--- src/rtl/spi_ram_engine.sv ---
// Command-decoded single-port RAM behind the SPI slave: 2-bit opcode words set
// addresses, write data, or issue registered reads returned via ready/valid.
module spi_ram_engine #(
  parameter int DATA_W    = 8,
  parameter int ADDR_W    = 8,
  parameter int MEM_DEPTH = 256,
  parameter int AUTO_INC  = 1
) (
  input  logic              clk,
  input  logic              rst_n,
  input  logic [DATA_W+1:0] din,
  input  logic              rx_valid,
  output logic              rx_ready,
  output logic [DATA_W-1:0] dout,
  output logic              tx_valid,
  input  logic              tx_ready,
  output logic              addr_err
);

  localparam logic [0:0] ST_IDLE = 1'b0;
  localparam logic [0:0] ST_HOLD = 1'b1;

  localparam logic [1:0] OP_SET_WA = 2'b00;
  localparam logic [1:0] OP_WR     = 2'b01;
  localparam logic [1:0] OP_SET_RA = 2'b10;
  localparam logic [1:0] OP_RD     = 2'b11;

  // One extra bit so the depth itself (up to 2**ADDR_W) is representable.
  localparam logic [DATA_W:0]   DEPTH = (DATA_W+1)'(MEM_DEPTH);
  localparam logic [ADDR_W-1:0] LAST  = ADDR_W'(MEM_DEPTH - 1);

  typedef struct packed {
    logic [1:0]        op;
    logic [DATA_W-1:0] pay;
  } cmd_t;

  cmd_t              cmd;
  logic [0:0]        state;
  logic [ADDR_W-1:0] addr_wr;
  logic [ADDR_W-1:0] addr_rd;
  logic              accept;
  logic              in_range;
  logic [DATA_W-1:0] mem [MEM_DEPTH];

  assign cmd      = din;
  assign rx_ready = (state == ST_IDLE);
  assign accept   = rx_valid && rx_ready;
  // Full-payload compare: any upper bit beyond the depth counts as out of range.
  assign in_range = ({1'b0, cmd.pay} < DEPTH);

  function automatic logic [ADDR_W-1:0] next_addr(input logic [ADDR_W-1:0] a);
    if (AUTO_INC == 0) return a;
    return (a == LAST) ? '0 : a + ADDR_W'(1);
  endfunction

  // Storage is deliberately unreset.
  always_ff @(posedge clk) begin
    if (accept && cmd.op == OP_WR) mem[addr_wr] <= cmd.pay;
  end

  always_ff @(posedge clk or negedge rst_n) begin
    if (!rst_n) begin
      state    <= ST_IDLE;
      addr_wr  <= '0;
      addr_rd  <= '0;
      dout     <= '0;
      tx_valid <= 1'b0;
      addr_err <= 1'b0;
    end else begin
      addr_err <= 1'b0;
      case (state)
        ST_IDLE: begin
          if (rx_valid) begin
            case (cmd.op)
              OP_SET_WA: begin
                if (in_range) addr_wr <= cmd.pay[ADDR_W-1:0];
                else          addr_err <= 1'b1;
              end
              OP_WR: addr_wr <= next_addr(addr_wr);
              OP_SET_RA: begin
                if (in_range) addr_rd <= cmd.pay[ADDR_W-1:0];
                else          addr_err <= 1'b1;
              end
              OP_RD: begin
                dout     <= mem[addr_rd];
                tx_valid <= 1'b1;
                addr_rd  <= next_addr(addr_rd);
                state    <= ST_HOLD;
              end
              default: ;
            endcase
          end
        end
        ST_HOLD: begin
          if (tx_ready) begin
            tx_valid <= 1'b0;
            state    <= ST_IDLE;
          end
        end
        default: state <= ST_IDLE;
      endcase
    end
  end

endmodule

--- config.mk ---
export PLATFORM = sky130hd
export DESIGN_NAME = spi_ram_engine
export DESIGN_NICKNAME = d
export VERILOG_FILES = /design/src/rtl/spi_ram_engine.sv
export SDC_FILE = /design/constraint.sdc
export NUM_CORES = 2
export LEC_CHECK = 0
export CAP_MARGIN = 5
export CORE_MARGIN = 8
export CORE_UTILIZATION = 55
export CTS_CLUSTER_DIAMETER = 150
export DETAILED_ROUTE_END_ITERATION = 7
export PLACE_DENSITY = 0.79
export SKIP_LAST_GASP = 1
export SYNTH_ARGS = -nofsm -noshare
export SYNTH_HDL_FRONTEND = slang
export SYNTH_SLANG_ARGS = --single-unit
--- constraint.sdc ---
create_clock -name clk -period 6.5 [get_ports clk]
set_input_delay 1.625 -clock clk [delete_from_list [all_inputs] [get_ports clk]]
set_output_delay 1.625 -clock clk [all_outputs]
set_load 0.05 [all_outputs]
Word-level counts from Yosys, hierarchy flattened

Memories as Yosys holds them, arrays and structs flattened. A register that Yosys moved wholly into a read port is not among the register bits.
Index checks and enable logic that the tools add are counted.

Flip-flop bits (word level): 18
Latch bits: 0
Bits in writable memories: 2048
Bits in read-only memories: 0
Input bits: 14
Output and inout bits: 11
Logic and storage cells: 40
Memories: 1

Memories:

| memory | depth | bits a word | rd ports | clocked after memory_dff | write ports | RTL line | RTL |
|---|---|---|---|---|---|---|---|
| mem    | 256   | 8           | 1        | 1                        | 1           | 43       | `logic [DATA_W-1:0] mem [MEM_DEPTH];` |

Add/sub/neg operators: 2
$mul: 0
Divide/modulo/power cells: 0
Order comparisons: 0
Equal/unequal tests: 8
Shift operators: 0
Multiplexer cells: 14
Bitwise operators: 1
Reduce and logical (&&, ||, !) cells: 10

Operators by type and width:

| kind                                                  | count |
|---|---|
| one-hot mux 8 bit (2 select lines)                    | 2 |
| adder 8 x 1 -> 8 bit, second input constant           | 2 |
| == test 8 bit, second input constant                  | 2 |
| two-way mux 8 bit                                     | 2 |
| AND reduction 3 bit                                   | 4 |
| two-way mux 1 bit                                     | 8 |
| == test 2 bit, second input constant                  | 2 |
| inequality test 2 bit, second input constant          | 2 |
| one-hot mux 1 bit (2 select lines)                    | 2 |
| nonzero test 2 bit                                    | 2 |
| == test 2 x 1 -> 1 bit, second input constant         | 1 |
| logical AND 1 bit                                     | 2 |
| zero test 2 bit                                       | 1 |
| inequality test 2 x 1 -> 1 bit, second input constant | 1 |
| zero test 1 bit                                       | 1 |
| NOT 1 bit                                             | 1 |

Logic depth before layout (Yosys ltp)

Word-level depth: 5
Mapped depth: 13
Depth with buffers taken out: 7

Worst setup path after synthesis

Ideal clock, no wire load.

Path type: input to register
Start: input port din[8]
End: register dout[6], read port of mem
Library setup time: 0.090 ns
Arrival: 3.596 ns
Data required time: 6.410 ns
Path slack: 2.814 ns
Stages on the path: 8
Buffers on the path: 1
Cell sequence: buf_2 > clkinv_1 > nor2_1 > nor2_1 > or4_1 > or4_1 > or4_1 > o221ai_1

Longest elaborated chain between the ends: 2

RTL lines:

| item                                 | RTL line | RTL |
|---|---|---|
| start: declaration                   | 11       | `input logic [DATA_W+1:0] din,` |
| == test 2 bit                        | 74       | `case (cmd.op)` |
| AND reduction 3 bit (no source line) | n/a      |  |
| end: declaration                     | 14       | `output logic [DATA_W-1:0] dout,` |

No other way between the ends.
A chain may end at the register's enable or synchronous reset.

Worst setup path in the final report

Start: input port din[9]
End: memory mem[211][7], enable pin

Longest elaborated chain between the ends: 4

RTL lines:

| item                                    | RTL line | RTL |
|---|---|---|
| == test 2 x 1 -> 1 bit                  | 58       | `if (accept && cmd.op == OP_WR) mem[addr_wr] <= cmd.pay;` |
| logical AND 1 bit                       | 58       |  |
| two-way mux 1 bit                       | 58       |  |
| two-way mux 1 bit (not written as such) | 58       |  |
| end: declaration                        | 43       |  |

No other way between the ends.

==> reports/metrics.yaml <==
worst_slack_ns: 1.73
num_rows: 141
synth_compound_area_frac: 0.0253
synth_ff_type: "edfxtp_1"
reg2reg_depth: 7
place_hpwl_um: 125000
yosys.area_share.simple: 0.0383
crit_path_end_kind: "flop"
yosys_warnings: 0
rsz0062_at_grt: "no"
clkLatencyLatePin_ns: 0.87
worst_slew_pin_slew_ns: 1.28
synth_adder_area_share: 0.000769
finClkSkew_ns: 0.0692
yosys.area.top_type: "edfxtp_1"
violations: "design-rule violations"
htreeDepth: 4
slew_violations: 0
fin_cells: 6148
path_buf_inv: 2
die_h_um: 400
core_area_um2: 147000
hp-start: "tx_valid"
setup_tns_ns: 0
critical-path-top-delay-family: "simple AND/OR/NAND/NOR gates"
ant_nets: 0
dp_cells: 5782
critical_path.max_fanout: 12
ys_types: 63
reg2reg_from: "addr_rd[0]"
ff2ff_setup_slack_ns: 2.19
synth.top_cell.area_share: 0.756
hold_depth: 2
place_congestion: 0.951
synth.most_common_cell: "edfxtp_1"
synthMuxAreaShare: 0.154
drt-pass1-iter-count: 8
synth_async_sr_flop_share: 0.0125
finalWirelength_um: 217000
fin_nets: 4066
syn_area_per_cell_um2: 20.4
crit_slowest_cell: "nand3_1"
r2r-end: "dout[3]"
arrival_ns: 5.22
drive_above_1_share: 0.213
drt_iter0_drc: 7462
status: "finished with violations"
clkTransAtPathRegs_ns: 0.07
maxCapViolCount: 0
portBuffers: 23
vdd_drop_max_v: 0.000306
setup_viol: 0
dp_slack_ns: 1.03
grt_max_degree: 160
die-width_um: 400
power_leakage_uw: 0.0279
overflow: 0
start_util: 0.552
crit_type: "input pin to flop"
fill_cells: 9557
antenna_found_initial: 9
cts_buffer_depth: 3
drc_errors: 5
wl_per_cell_um: 35.3
startpoint_type: "input pin"
synth_edf_count: 2048
area_growth_pct: 10.7
grt_pass1_wl_um: 312000
worstHoldEndpoint: "tx_valid"
seq_area_frac_synth: 0.764
synth_area_leaders: "edfxtp_1, mux4_2, nor2_1, mux2i_1, nand2_1"
ctsResizeCount: 0
hold_path_class: "flop to flop"
cts_tree: "yes"
cp_common_cell: "nor2_1"
period_minus_slack_ns: 4.77
cp.required_ns: 6.95
max_freq_ghz: 0.210
worstPathCellList: "clkdlybuf4s50_1 -> nand3b_1 -> nor2_1 -> nand3_1 -> buf_4 -> nor2_1"
slowest_delay_ns: 0.74
syn-instance-count: 3984
ys_ff_latch: 2074
hold_buffers: 0
track_usage: 0.267
cts-root-buf: "clkbuf_16"
relSlewSlack: 0.124
vias: 42900
viasPerCell: 6.97
finalPower_uw: 31100
fin_crit_sh: 0.734
cts.sinks: 2074
hold_viol: 0
synth_top_family_by_area: "multiplexers"
io_pins: 25
cts_setup_buffers: 0
p_per_area_nw_per_um2: 346
dieArea_um2: 160000
synth_nets: 4003
grt_pass1_vias: 42800
synth_commonest_cells: "edfxtp_1, mux4_2, nor2_1"
mappedNetlistArea_um2: 81300
synth-xor-area-share: 0
cts_buffers: 193
[report_power, final]
group	switching (µW)	internal, µW	leakage, µW	total [µW]
Sequential	207	14700	0.0187	15000
Combinational	2940	1730	0.00604	4660
Clock	5080	6410	0.00311	11500
[cells by family after synthesis]
group | after synthesis
and+or+nand+nor | 729
DFF | 2074
buffers and inverters | 255
muxes | 619
AOI/OAI and AO/OA | 301
other | 1
adders and majority gates | 5
[metal layers]
layer,share of wire,GRT usage,up-vias
li1,-,-,16600
met1,0.34,0.355,21700
met2,0.45,0.399,3803
met3,0.14,0.0893,760
met4,0.060,0.133,10
met5,0.00030,0,-
[area by class of cell]
cell class,count,area (µm²),area share
sequential,2074,62200,0.691
multi-input combinational,1655,17800,0.197
clock buffer,230,4990,0.0555
tap,1930,2410,0.0268
clock inverter,127,1420,0.0158
timing repair buffer,112,1150,0.0128
inverter,11,46.3,0.000515
antenna,9,22.5,0.000250
[layout by cell type, fill, tap and decap left out, types with 22 or more instances in the layout]
master / netlist / routed
o21ai_0: 51 / 51
clkinv_1: 2 / 44
clkinv_2: 0 / 39
a31oi_1: 26 / 26
edfxtp_1: 2048 / 2048
nor2_1: 307 / 306
clkbuf_16: 0 / 194
nor3_1: 35 / 35
mux2i_1: 107 / 107
nand3_1: 66 / 66
bufinv_16: 0 / 22
buf_4: 47 / 71
clkbuf_1: 100 / 36
mux4_2: 490 / 490
a21oi_1: 55 / 55
o22ai_1: 34 / 34
nand2_1: 228 / 228
[state kept, by name, indices dropped and copies added (netlist names)]
name      cells
mem        2048
addr_rd       8
tx_valid      1
state         1
addr_wr       8
dout          8
[through the flow]
stage	hold WS, ns	utilization	area [µm²]
after global placement	0.464	0.567	83500
after floorplan	0.532	-	81300
final	0.487	0.611	90000
after detailed placement	0.481	0.567	83500
after CTS	0.496	0.611	89900
after global routing	0.547	0.611	89900
[how the worst max path moves through the flow]
| stage | startpoint | to | depth (start not counted) |
|---|---|---|---|
| 6_report | din[9] | mem[211][7] | 6 |
| 5_1_grt | din[9] | mem[131][5] | 6 |
| 4_1_cts | din[9] | mem[131][5] | 6 |
| 3_5_place_dp | din[9] | mem[211][7] | 6 |
| 3_3_place_gp | din[9] | mem[131][3] | 6 |
| 2_1_floorplan | din[8] | dout[6] | 8 |
[worst register-to-register path, stage by stage, from the launching register on]
cell and delay, ns:
dfrtp_4 1.10, buf_12 0.66, mux4_2 0.74, mux2i_1 0.48, nor3_1 0.16, nor4_1 0.52, o21ai_0 0.18, o32a_1 0.37
Power figures use the tool's default switching activity.
